--- src/rtl/bslu_ap_pkg.sv ---
// Shared definitions for the BSLU associative-processing micro-op sequencer.
// Holds register one-hot codes, op bit positions, the packed uop layout and FSM states.
// Legality helper is used only when BSLU_AP_SEQ_ILLEGAL_CHK_EN is defined.
package bslu_ap_pkg;

  // One-hot register selects for the three BSLU registers
  localparam logic [2:0] REG_SA = 3'b001;
  localparam logic [2:0] REG_CR = 3'b010;
  localparam logic [2:0] REG_PR = 3'b100;

  // Bit positions inside the 6-bit op field
  localparam int OP_MOV    = 0;
  localparam int OP_SET    = 1;
  localparam int OP_SETVAL = 2;
  localparam int OP_AND    = 3;
  localparam int OP_XNOR   = 4;
  localparam int OP_SEL    = 5;

  // Micro-op word layout: {rs1[14:12], rs2[11:9], rd[8:6], op[5:0]}
  localparam int UOP_W       = 15;
  localparam int UOP_RS1_LSB = 12;
  localparam int UOP_RS2_LSB = 9;
  localparam int UOP_RD_LSB  = 6;
  localparam int UOP_OP_LSB  = 0;
  localparam int UOP_REG_W   = 3;
  localparam int UOP_OP_W    = 6;

  typedef struct packed {
    logic [2:0] rs1;
    logic [2:0] rs2;
    logic [2:0] rd;
    logic [5:0] op;
  } uop_t;

  typedef enum logic [1:0] {IDLE, RUN, FIN} state_t;

  // Entry is legal when rd names exactly one register and at most one
  // exclusive operation bit is set (SETVAL is a modifier, not an operation).
  function automatic logic uop_legal(input uop_t u);
    logic       rd_ok;
    logic [2:0] n_exec;
    rd_ok  = (u.rd == REG_SA) || (u.rd == REG_CR) || (u.rd == REG_PR);
    n_exec = 3'(u.op[OP_MOV]) + 3'(u.op[OP_SET]) + 3'(u.op[OP_AND]) +
             3'(u.op[OP_XNOR]) + 3'(u.op[OP_SEL]);
    return rd_ok && (n_exec <= 3'd1);
  endfunction

endpackage

--- src/rtl/bslu_ap_seq_if.sv ---
// Bundle of program-write, command and micro-op broadcast signals of the sequencer.
// No logic; master is the front-end/array side, slave is the sequencer.
// Command handshake is valid/ready; the uop stream is throttled by stall.
interface bslu_ap_seq_if
  import bslu_ap_pkg::*;
#(
  parameter int PC_W   = 4,
  parameter int ITER_W = 6
) ();
  logic              prog_we;
  logic [PC_W-1:0]   prog_addr;
  logic [UOP_W-1:0]  prog_data;
  logic              cmd_valid;
  logic              cmd_ready;
  logic [PC_W-1:0]   cmd_start_pc;
  logic [PC_W-1:0]   cmd_end_pc;
  logic [ITER_W-1:0] cmd_iters;
  logic              stall;
  logic              uop_valid;
  logic [2:0]        uop_rs1;
  logic [2:0]        uop_rs2;
  logic [2:0]        uop_rd;
  logic [5:0]        uop_op;
  logic [ITER_W-1:0] bit_idx;
  logic              done;
  logic              err;

  modport master (
    output prog_we, prog_addr, prog_data,
    output cmd_valid, cmd_start_pc, cmd_end_pc, cmd_iters, stall,
    input  cmd_ready, uop_valid, uop_rs1, uop_rs2, uop_rd, uop_op,
    input  bit_idx, done, err
  );

  modport slave (
    input  prog_we, prog_addr, prog_data,
    input  cmd_valid, cmd_start_pc, cmd_end_pc, cmd_iters, stall,
    output cmd_ready, uop_valid, uop_rs1, uop_rs2, uop_rd, uop_op,
    output bit_idx, done, err
  );
endinterface

--- src/rtl/bslu_ap_ustore.sv ---
// Micro-program store: 2**PC_W x 15-bit register file, not reset.
// Write lands on the clock edge; read is combinational on raddr.
// No backpressure; a write is accepted every cycle prog_we is high.
module bslu_ap_ustore
  import bslu_ap_pkg::*;
#(
  parameter int PC_W = 4
) (
  input  logic            clk,
  input  logic            we,
  input  logic [PC_W-1:0] waddr,
  input  uop_t            wdata,
  input  logic [PC_W-1:0] raddr,
  output uop_t            rdata
);
  localparam int DEPTH = 2 ** PC_W;

  uop_t mem_q [DEPTH];
  uop_t mem_d [DEPTH];

  // Next contents: copy of current store with the addressed entry replaced on write
  always_comb begin
    mem_d = mem_q;
    if (we) mem_d[waddr] = wdata;
  end

  // Store register; contents deliberately survive reset
  always_ff @(posedge clk) begin
    mem_q <= mem_d;
  end

  assign rdata = mem_q[raddr];
endmodule

--- src/rtl/bslu_ap_seq.sv ---
// Micro-op sequencer: replays store[start..end] once per bit-slice, cmd_iters times.
// Latency: first uop one cycle after command accept; done one cycle after the last uop.
// stall sampled at a clock edge blanks the next cycle's uop and freezes pc/iter.
// Optional illegal-entry check enabled by defining BSLU_AP_SEQ_ILLEGAL_CHK_EN.
module bslu_ap_seq
  import bslu_ap_pkg::*;
#(
  parameter int PC_W   = 4,
  parameter int ITER_W = 6
) (
  input logic         clk,
  input logic         rst,
  bslu_ap_seq_if.slave bus
);
  state_t            state_q, state_d;
  logic [PC_W-1:0]   pc_q, pc_d;
  logic [ITER_W-1:0] iter_q, iter_d;
  logic [PC_W-1:0]   start_q, start_d;
  logic [PC_W-1:0]   end_q, end_d;
  logic [ITER_W-1:0] iters_q, iters_d;
  logic              last_q, last_d;
  logic              uop_vld_q, uop_vld_d;
  uop_t              uop_q, uop_d;
  logic [ITER_W-1:0] bit_idx_q, bit_idx_d;
  logic              done_q, done_d;
  logic              err_q, err_d;

  logic [PC_W-1:0]   cur_pc;
  logic [ITER_W-1:0] cur_iter;
  uop_t              entry;
  logic              legal;
  logic              issue;

  // In IDLE the store is addressed by the incoming command so the first uop
  // can be registered on the accept edge itself.
  assign cur_pc   = (state_q == IDLE) ? bus.cmd_start_pc : pc_q;
  assign cur_iter = (state_q == IDLE) ? '0 : iter_q;

  bslu_ap_ustore #(.PC_W(PC_W)) u_ustore (
    .clk   (clk),
    .we    (bus.prog_we),
    .waddr (bus.prog_addr),
    .wdata (uop_t'(bus.prog_data)),
    .raddr (cur_pc),
    .rdata (entry)
  );

`ifdef BSLU_AP_SEQ_ILLEGAL_CHK_EN
  assign legal = uop_legal(entry);
`else
  assign legal = 1'b1;
`endif

  // Next-state and next-output computation; op is forced to NOP unless issuing
  always_comb begin
    state_d   = state_q;
    pc_d      = pc_q;
    iter_d    = iter_q;
    start_d   = start_q;
    end_d     = end_q;
    iters_d   = iters_q;
    last_d    = last_q;
    uop_vld_d = 1'b0;
    uop_d     = uop_q;
    uop_d.op  = '0;
    bit_idx_d = bit_idx_q;
    done_d    = 1'b0;
    issue     = 1'b0;

    case (state_q)
      IDLE: begin
        if (bus.cmd_valid) begin
          start_d = bus.cmd_start_pc;
          end_d   = bus.cmd_end_pc;
          iters_d = bus.cmd_iters;
          if (bus.cmd_iters == '0) begin
            state_d = FIN;
            done_d  = 1'b1;
          end else begin
            issue = 1'b1;
          end
        end
      end
      RUN: begin
        // last_q means the final uop is on the outputs now
        if (last_q) begin
          state_d = FIN;
          done_d  = 1'b1;
        end else if (!bus.stall) begin
          issue = 1'b1;
        end
      end
      FIN:     state_d = IDLE;
      default: state_d = IDLE;
    endcase

    if (issue) begin
      if (legal) begin
        state_d   = RUN;
        uop_vld_d = 1'b1;
        uop_d     = entry;
        bit_idx_d = cur_iter;
        last_d    = (cur_pc == end_d) && (cur_iter == iters_d - ITER_W'(1));
        if (cur_pc == end_d) begin
          pc_d   = start_d;
          iter_d = cur_iter + ITER_W'(1);
        end else begin
          pc_d   = cur_pc + PC_W'(1);
          iter_d = cur_iter;
        end
      end else begin
        state_d = FIN;
        done_d  = 1'b1;
      end
    end

    err_d = err_q | (issue & ~legal);
  end

  // State and registered outputs with synchronous reset
  always_ff @(posedge clk) begin
    if (rst) begin
      state_q   <= IDLE;
      pc_q      <= '0;
      iter_q    <= '0;
      start_q   <= '0;
      end_q     <= '0;
      iters_q   <= '0;
      last_q    <= 1'b0;
      uop_vld_q <= 1'b0;
      uop_q     <= '0;
      bit_idx_q <= '0;
      done_q    <= 1'b0;
      err_q     <= 1'b0;
    end else begin
      state_q   <= state_d;
      pc_q      <= pc_d;
      iter_q    <= iter_d;
      start_q   <= start_d;
      end_q     <= end_d;
      iters_q   <= iters_d;
      last_q    <= last_d;
      uop_vld_q <= uop_vld_d;
      uop_q     <= uop_d;
      bit_idx_q <= bit_idx_d;
      done_q    <= done_d;
      err_q     <= err_d;
    end
  end

  assign bus.cmd_ready = (state_q == IDLE);
  assign bus.uop_valid = uop_vld_q;
  assign bus.uop_rs1   = uop_q.rs1;
  assign bus.uop_rs2   = uop_q.rs2;
  assign bus.uop_rd    = uop_q.rd;
  assign bus.uop_op    = uop_q.op;
  assign bus.bit_idx   = bit_idx_q;
  assign bus.done      = done_q;
  assign bus.err       = err_q;
endmodule

--- src/flat_wrapper.sv ---
// flat-port wrapper written by rule: the top's interface ports become plain ports
module bslu_ap_seq_flat import bslu_ap_pkg::*;
#(
  parameter int PC_W   = 4,
  parameter int ITER_W = 6
)
  (clk, rst, bus_prog_we, bus_prog_addr, bus_prog_data, bus_cmd_valid, bus_cmd_start_pc, bus_cmd_end_pc, bus_cmd_iters, bus_stall, bus_cmd_ready, bus_uop_valid, bus_uop_rs1, bus_uop_rs2, bus_uop_rd, bus_uop_op, bus_bit_idx, bus_done, bus_err);
  bslu_ap_seq_if #(.PC_W(PC_W), .ITER_W(ITER_W)) bus_i ();
  input logic clk;
  input logic rst;
  input wire logic [$bits(bus_i.prog_we)-1:0] bus_prog_we;
  input wire logic [$bits(bus_i.prog_addr)-1:0] bus_prog_addr;
  input wire logic [$bits(bus_i.prog_data)-1:0] bus_prog_data;
  input wire logic [$bits(bus_i.cmd_valid)-1:0] bus_cmd_valid;
  input wire logic [$bits(bus_i.cmd_start_pc)-1:0] bus_cmd_start_pc;
  input wire logic [$bits(bus_i.cmd_end_pc)-1:0] bus_cmd_end_pc;
  input wire logic [$bits(bus_i.cmd_iters)-1:0] bus_cmd_iters;
  input wire logic [$bits(bus_i.stall)-1:0] bus_stall;
  output wire logic [$bits(bus_i.cmd_ready)-1:0] bus_cmd_ready;
  output wire logic [$bits(bus_i.uop_valid)-1:0] bus_uop_valid;
  output wire logic [$bits(bus_i.uop_rs1)-1:0] bus_uop_rs1;
  output wire logic [$bits(bus_i.uop_rs2)-1:0] bus_uop_rs2;
  output wire logic [$bits(bus_i.uop_rd)-1:0] bus_uop_rd;
  output wire logic [$bits(bus_i.uop_op)-1:0] bus_uop_op;
  output wire logic [$bits(bus_i.bit_idx)-1:0] bus_bit_idx;
  output wire logic [$bits(bus_i.done)-1:0] bus_done;
  output wire logic [$bits(bus_i.err)-1:0] bus_err;
  assign bus_i.prog_we = bus_prog_we;
  assign bus_i.prog_addr = bus_prog_addr;
  assign bus_i.prog_data = bus_prog_data;
  assign bus_i.cmd_valid = bus_cmd_valid;
  assign bus_i.cmd_start_pc = bus_cmd_start_pc;
  assign bus_i.cmd_end_pc = bus_cmd_end_pc;
  assign bus_i.cmd_iters = bus_cmd_iters;
  assign bus_i.stall = bus_stall;
  assign bus_cmd_ready = bus_i.cmd_ready;
  assign bus_uop_valid = bus_i.uop_valid;
  assign bus_uop_rs1 = bus_i.uop_rs1;
  assign bus_uop_rs2 = bus_i.uop_rs2;
  assign bus_uop_rd = bus_i.uop_rd;
  assign bus_uop_op = bus_i.uop_op;
  assign bus_bit_idx = bus_i.bit_idx;
  assign bus_done = bus_i.done;
  assign bus_err = bus_i.err;
  bslu_ap_seq #(.PC_W(PC_W), .ITER_W(ITER_W)) u_core (.clk(clk), .rst(rst), .bus(bus_i));
endmodule
--- config.mk ---
export PLATFORM = sky130hd
export DESIGN_NAME = bslu_ap_seq_flat
export DESIGN_NICKNAME = d
export VERILOG_FILES = /design/src/rtl/bslu_ap_pkg.sv /design/src/rtl/bslu_ap_seq_if.sv /design/src/rtl/bslu_ap_ustore.sv /design/src/rtl/bslu_ap_seq.sv /design/src/flat_wrapper.sv
export SDC_FILE = /design/constraint.sdc
export NUM_CORES = 1
export LEC_CHECK = 0
export BUFFER_PORTS_ARGS = -buffer_cell sky130_fd_sc_hd__buf_2
export CORE_MARGIN = 1.5
export CORE_UTILIZATION = 50
export CTS_CLUSTER_DIAMETER = 50
export DETAILED_ROUTE_END_ITERATION = 10
export GPL_TIMING_DRIVEN = 0
export PLACE_DENSITY = 0.75
export SYNTH_ARGS = -nofsm -noshare
export SYNTH_HDL_FRONTEND = slang
export SYNTH_SLANG_ARGS = --single-unit
export TNS_END_PERCENT = 10
--- constraint.sdc ---
create_clock -name clk -period 3 [get_ports clk]
set_clock_uncertainty 0.05 [all_clocks]
set_input_delay 0.9 -clock clk [delete_from_list [all_inputs] [get_ports clk]]
set_output_delay 0.9 -clock clk [all_outputs]
set_load 0.005 [all_outputs]
==> summary.md, run 1 <==
| Metric | Value |
|---|---|
| Status | complete, no violations |
| Top Ports | 63 |
| Post-synth EDFFs | 240 |
| Average size of a mapped cell | 13.60 um^2 |
| Drt via density | between 5 and 6 |
| Sequential share of the synthesized area | 0.6996 |
| CP cell instances | or2_1 -> buf_6 -> inv_8 -> mux2i_4 -> buf_6 -> buf_4 -> mux2i_1 -> o2111ai_1 -> a21oi_1 |
| Crit share post-route | 0.9495 |
| Skew-Pair Late Insertion Delay | 0.57 ns |
| Cell Area, Synth | 0.01173 mm^2 |
| Synth warn | 0 |
| Ranking of synthesized cells by area | edfxtp_1 (61%), dfxtp_1 (8.5%), mux2i_1 (6.2%) |
| Share of the synthesized area in the top cell type | 0.6143 |
| Critical Path Source Type | flip-flop |
| Number of setup buffers added after CTS | 0 |
| Count leader, synth | edfxtp_1 |
| CTS Buffer Depth | 3 |
| Num rows | 55 |
| Post-DR wirelength/cell | 20.87 um |
| Setup ws final | 0.1516 ns |
| Hpwl dp | between 15000 and 20000 um |
| Cts hold-fix bufs | 0 |
| Pre-CTS WS | -0.2577 ns |
| Number of fill cells in the layout | 1782 |
| CP peak stage delay | 0.56 ns |
| Starting DRT DRC Count | between 800 and 900 |
| CTS tree | built |
| WS Path Type | flip-flop to flip-flop |
| Fmax | 351.1 MHz |
| DP Cell Count | roughly 1300 |
| CP max FO | 10 |
| Clk sinks | 290 |
| RSZ-0062 raised after global routing | no |
| Final hold violations | 0 |
| Vias in the first global route | 7478 |
| I/O Buffers | 59 |
| Type of destination of the critical path | flip-flop |
| CTS Root Cell | clkbuf_16 |
| Worst-margin pin slew | 1.045 ns |
| Type of the most critical hold path | flip-flop to flip-flop |
| Worst reg2reg path endpoint | u_core.bus.uop_op[4] |
| WP data required | 3.41 ns |
| Worst-path clk slew | 0.06 ns |
| CP max stage cell | mux2i_4 |
| Most frequent cells after synthesis | edfxtp_1 (240), nand2_1 (183), mux2i_1 (73), nand3_1 (66), dfxtp_1 (50) |
| Relative slew slack | 0.3023 |
| # setup viols final | 0 |
| CP startpoint | u_core.state_q[0] |
| Antenna Cells | 0 |
| Die Wd | 156.2 um |
| Final Instance Count excl. Fillers | 1307 |
| P&R area growth vs syn | 15.93% |
| Total GRT Usage | 0.2296 |
| Net count, final | 1011 |
| Worst hold slack | 0.4000 ns |
| First-pass GRT wire length | 42220 um |
| Post-Syn Nets | 904 |
| Post-synth top area cell | edfxtp_1 |
| Initial antenna violation count | 0 |
| Number of synthesized register bits | 290 |
| Power Dens Cells | 658.4 mW/mm^2 |
| Crit path capture | u_core.bus.uop_op[4] |
| DRT Pass-1 Iters | 5 |
| Overflow after GRT | 0 |
| Reg2reg setup slack | 0.15 ns |
| Initial Util | 0.5135 |
| Antenna viol nets, final | 0 |
| Sum of negative setup slack | 0 ns |
| Total of max-cap violations | 0 |
| Area of the die | 0.02439 mm^2 |
| DRC Markers | 0 |
| Asr flop ratio synth | 0 |
| Fraction of layout cells with a size suffix above 1 | 0.1841 |
| Pin count of the biggest net entering global routing | 17 |
| GPL Wtd Cong | 0.8981 |
| Final instance area | 0.01360 mm^2 |
| Ys flop type | edfxtp_1 |
| Arrival time at the worst endpoint | 3.25 ns |
| H-tree depth | 1 |
| Worst R2R Start | u_core.state_q[0] |
| Crit path time final | 2.848 ns |
| Via Count | 7561 |
| Post-DP Area | 0.01267 mm^2 |
| Final WL | ~27000 um |
| Final slew viol count | 0 |
| Worst R2R Path Depth | 9 |
| Top cell by count, worst path | buf_6 |
| Core outline area | about 0.023 mm^2 |
| Multi-input gate area | between 0.003 and 0.004 mm^2 |
| CTS Buf Count | 30 |
| Post-cts sizing count | 0 |
| Syn Inst Count | between 800 and 900 |
| FF+latch area | 0.008208 mm^2 |
| Netlist cell types | 59 |
| LEAKAGE | 4.977 nW |
| Die Ht | 156.2 um |
| Cells on Worst Hold Path | 2 |
| Max VDD drop | 0.4878 mV |
## state kept, by name, indices dropped and copies added (netlist names)
register and flops:
u_core.u_ustore.mem_q 240, u_core.bus.bit_idx 6, u_core.bus.uop_op 6, u_core.iter_q 6
u_core.iters_q 6, u_core.end_q 4, u_core.pc_q 4, u_core.start_q 4
u_core.bus.uop_rd 3, u_core.bus.uop_rs1 3, u_core.bus.uop_rs2 3, u_core.state_q 2
u_core.bus.done 1, u_core.bus.uop_valid 1, u_core.last_q 1
## routing by layer
metal	track usage	vias to the layer above	routed length, um
met5	0	-	0
li1	-	3425	-
met3	0.04083	60	2392
met4	0.06848	0	757
met1	0.3105	3698	10940
met2	0.3814	378	13190
## layout make-up
cell class              count  share of cell area
multi-input cells         520              0.2432
clock buffers              36             0.05685
clock inverters            20             0.01168
inverters                   7            0.002484
flip-flops and latches    290              0.6034
plain buffers              46             0.01858
repair buffers             75             0.03496
well taps                 313             0.02879
## logic make-up after synthesis
logic type	count (synthesis)	share of synthesized area
XOR/XNOR	13	0.01034
adder cells (fa/ha/maj)	3	0.003200
flip-flops	290	0.6996
buffers and inverters	53	0.02442
other	1	0.0003196
AO/OA/AOI/OAI	86	0.05322
AND/OR/NAND/NOR	333	0.1282
multiplexers	84	0.08073
## cells in the final DEF (no fill, tap or decap), drive strengths merged, types with 3 or more instances in the layout
| cell type | netlist | routed |
|---|---|---|
| ha | 3 | 3 |
| nand2 | 183 | 183 |
| a21oi | 12 | 12 |
| nand3b | 5 | 5 |
| xnor2 | 9 | 9 |
| and2 | 3 | 3 |
| dfxtp | 50 | 50 |
| nand4 | 13 | 13 |
| clkinv | 0 | 15 |
| a32oi | 10 | 10 |
| nor3 | 13 | 13 |
| or3 | 3 | 3 |
| clkbuf | 16 | 52 |
| o221ai | 9 | 9 |
| nand2b | 6 | 6 |
| nor4 | 3 | 3 |
| edfxtp | 240 | 240 |
| mux2i | 77 | 77 |
| o2111ai | 13 | 13 |
| inv | 7 | 11 |
| a22o | 6 | 6 |
| xor2 | 4 | 4 |
| or2 | 3 | 3 |
| nand3 | 66 | 66 |
| a21o | 3 | 3 |
| o31ai | 4 | 4 |
| buf | 30 | 105 |
| nor2 | 25 | 25 |
| mux4 | 5 | 5 |
| o21ai | 19 | 19 |
## worst min-delay path by stage
| stage | start | to |
|---|---|---|
| after floorplan | u_core.iter_q[0] | u_core.iter_q[0] |
| after global placement | u_core.bus.bit_idx[0] | u_core.bus.bit_idx[0] |
| after detailed placement | u_core.bus.bit_idx[0] | u_core.bus.bit_idx[0] |
| after CTS | u_core.bus.bit_idx[0] | u_core.bus.bit_idx[0] |
| after global routing | u_core.bus.bit_idx[5] | u_core.bus.bit_idx[5] |
| final | u_core.bus.bit_idx[0] | u_core.bus.bit_idx[0] |
## where the power goes
group	total, W	internal [W]	switching, W
Sequential	0.00452	0.00447	0.0000530
Combinational	0.000951	0.000334	0.000618
Clock	0.00348	0.00194	0.00153
Total	0.00895	0.00675	0.00220
## metrics by stage
stage,util,power [W]
after floorplan,-,0.005175
after global placement,0.5436,0.005501
after detailed placement,0.5544,0.005540
after CTS,0.5952,0.008980
after global routing,0.5953,0.009234
final,0.5953,0.008955
## critical path: cells and delay by family (launching register included)
family                 cells  cell delay (ns)
DFF                        1             0.36
and+or+nand+nor            1             0.25
AOI/OAI and AO/OA          2             0.49
muxes                      2             0.84
buffers and inverters      4             0.74
No activity file was read; power rests on OpenSTA's default activity.
==> run 2, diff against run 1 <==
CORE_ASPECT_RATIO = 0.6   (was unset)
SLEW_MARGIN = 20   (was unset)
==> run 2 against run 1 <==
Net effect: wire length rose by 4.7%; setup slack improved by 0.0095 ns; core utilization fell by 0.55 points; cell area barely moved; sequential power barely moved; non-clock buffer count rose by 14; maximum frequency rose by 0.33%; first-iteration DRC count rose by 8.4%; die area rose by 0.13%; flip-flop and latch count did not move; critical path type is now input pin to flip-flop; critical endpoint is now u_core.iter_q[1].
==> summary.md, run 2 (synthesized netlist as in run 1, its figures left out) <==
| Metric | Value |
|---|---|
| Clk sinks | 290 (unchanged) |
| DRC Markers | 0 (unchanged) |
| CP peak stage delay | 0.57 ns (about the same) |
| Relative slew slack | 0.4930 (+0.1907) |
| Top Ports | 63 (unchanged) |
| LEAKAGE | 5.021 nW (+0.88%) |
| Initial Util | 0.5083 (-0.005206) |
| Total of max-cap violations | 0 (unchanged) |
| Largest Register | u_core.u_ustore.mem_q |
| CP max stage cell | or4_1 |
| Overflow after GRT | 0 (unchanged) |
| Final WL | 28550 um (+4.7%) |
| Final instance area | 0.01361 mm^2 (about the same) |
| Largest register FFs | 240 (unchanged) |
| WP data required | 3.41 ns (about the same) |
| Via Count | 7718 (+2.1%) |
| Core outline area | 0.02308 mm^2 (+1.0%) |
| RSZ-0062 raised after global routing | no |
| Arrival time at the worst endpoint | 3.24 ns (about the same) |
| First-pass GRT wire length | 43220 um (+2.4%) |
| Commonest non-fill, non-tap cell in the layout | edfxtp_1 |
| Antenna viol nets, final | 0 (unchanged) |
| Type of the most critical hold path | flip-flop to flip-flop |
| CTS Root Cell | clkbuf_16 |
| Cts hold-fix bufs | 0 (unchanged) |
| H-tree depth | 1 (unchanged) |
| Drt via density | 5.869 (+1.5%) |
| Status | complete, no violations |
| Crit share post-route | 0.9463 (-0.003150) |
| Cells on Worst Hold Path | 1 (-1) |
| Worst hold slack | 0.4012 ns (+0.001196 ns) |
| # setup viols final | 0 (unchanged) |
| CTS Buf Count | 26 (-13%) |
| P&R area growth vs syn | 16.03% (about the same) |
| Critical Path Source Type | input pin |
| CP cell instances | buf_2 -> or4_1 -> o31ai_1 -> and3b_1 -> buf_2 -> buf_2 -> a21oi_1 -> o22ai_1 |
| Worst R2R Start | u_core.state_q[0] |
| Post-DR wirelength/cell | 21.71 um (+4.0%) |
| Max VDD drop | 0.5317 mV (+9.0%) |
| WS Path Type | input pin to flip-flop |
| Worst-path clk slew | 0.06 ns (about the same) |
| Hold path start | u_core.bus.bit_idx[5] |
| Skew-Pair Late Insertion Delay | 0.55 ns (-0.02 ns) |
| Top cell by count, worst path | buf_2 |
| Most frequent cells in the layout | edfxtp_1 (240), nand2_1 (183), buf_2 (82) |
| Initial antenna violation count | 0 (unchanged) |
| Type of destination of the critical path | flip-flop |
| Worst R2R Path Depth | 9 (unchanged) |
| Final Instance Count excl. Fillers | 1315 (+0.61%) |
| Worst-margin pin slew | 0.7564 ns (-0.2891 ns) |
| Net count, final | 1021 (+0.99%) |
| Total GRT Usage | 0.2371 (+0.007546) |
| Power Dens Cells | 651.5 mW/mm^2 (-1.0%) |
| Fmax | 352.2 MHz (+0.33%) |
| DP Cell Count | 1262 (+0.88%) |
| Die Ht | 121.7 um (-22%) |
| CTS tree | built |
| Hpwl dp | 19410 um (+7.7%) |
| Fraction of layout cells with a size suffix above 1 | 0.1960 (+0.01190) |
| Post-layout util | 0.5898 (-0.005547) |
| GPL Wtd Cong | 0.8563 (-4.7%) |
| Antenna Cells | 0 (unchanged) |
| Starting DRT DRC Count | 914 (+8.4%) |
| Worst Hold Path EP | u_core.bus.bit_idx[5] |
| I/O Buffers | 59 (unchanged) |
| Num rows | 43 (-22%) |
| DRT Pass-1 Iters | 5 (unchanged) |
| Die Wd | 200.8 um (+29%) |
| CP max FO | 10 (unchanged) |
| Final slew viol count | 0 (unchanged) |
| Reg2reg setup slack | 0.24 ns (+0.09 ns) |
| Pin count of the biggest net entering global routing | 17 (unchanged) |
| Vias in the first global route | 7195 (-3.8%) |
| Worst reg2reg path endpoint | u_core.bus.uop_op[4] |
| Final hold violations | 0 (unchanged) |
| Area of the die | 0.02442 mm^2 (+0.13%) |
| Post-DP Area | 0.01270 mm^2 (+0.28%) |
| CTS Buffer Depth | 3 (unchanged) |
| Crit path time final | 2.839 ns (-0.009451 ns) |
-- run 2: what timing repair did --
| action | 4_1_cts | 5_1_grt |
|---|---|---|
| resized for setup | 0 | 0 |
| setup endpoints to repair | 0 | 1 |
| buffers inserted | 0 | 5 |
-- run 2: area by class of cell --
cell class / instances / area, um^2
Fill cell: 1811 / 9468
Sequential cell: 290 / 8208
Timing Repair Buffer: 89 / 553.0
Buffer: 46 / 252.7
Clock buffer: 38 / 758.2
Multi-Input combinational cell: 520 / 3311
Tap cell: 315 / 394.1
Inverter: 7 / 33.78
Clock inverter: 10 / 102.6
-- run 2: critical path: cells and delay by family --
family          cells  cell delay [ns]
buf+inv             3             0.72
simple gates        2             0.83
compound gates      3             0.79
-- run 2: power by group --
part	switching [W]	internal [W]	total, W
registers	0.0000530	0.00447	0.00452
clock network	0.00145	0.00193	0.00337
logic	0.000627	0.000348	0.000975
total	0.00213	0.00674	0.00887
-- run 2: stage by stage --
stage | worst slack [ns] | setup TNS (ns) | total power [W]
after floorplan | -0.1436 | -4.309 | 0.005175
after global placement | -1.598 | -150.45 | 0.005509
after detailed placement | -0.3203 | -5.196 | 0.005549
after CTS | 0.1286 | 0 | 0.008877
after global routing | 0.1122 | 0 | 0.009142
final | 0.1611 | 0 | 0.008869
-- run 2: worst max-delay path by stage --
stage | startpoint | to | depth (start not counted)
3_3_place_gp | bus_prog_addr[3] | u_core.u_ustore.mem_q[232] | 3
6_report | bus_cmd_iters[3] | u_core.iter_q[1] | 8
2_1_floorplan | bus_prog_addr[3] | u_core.u_ustore.mem_q[195] | 2
5_1_grt | bus_cmd_iters[3] | u_core.iter_q[1] | 8
3_5_place_dp | bus_cmd_iters[3] | u_core.iter_q[1] | 8
4_1_cts | u_core.state_q[0] | u_core.bus.uop_op[4] | 9
-- run 2: metal layers --
layer	track usage	vias to the layer above	routed length [um]	part of all wire
met4	0.04981	0	503	0.018
met1	0.3696	3799	13110	0.46
met5	0	-	0	0
met3	0.05886	48	2935	0.10
li1	-	3448	-	-
met2	0.3357	423	12010	0.42
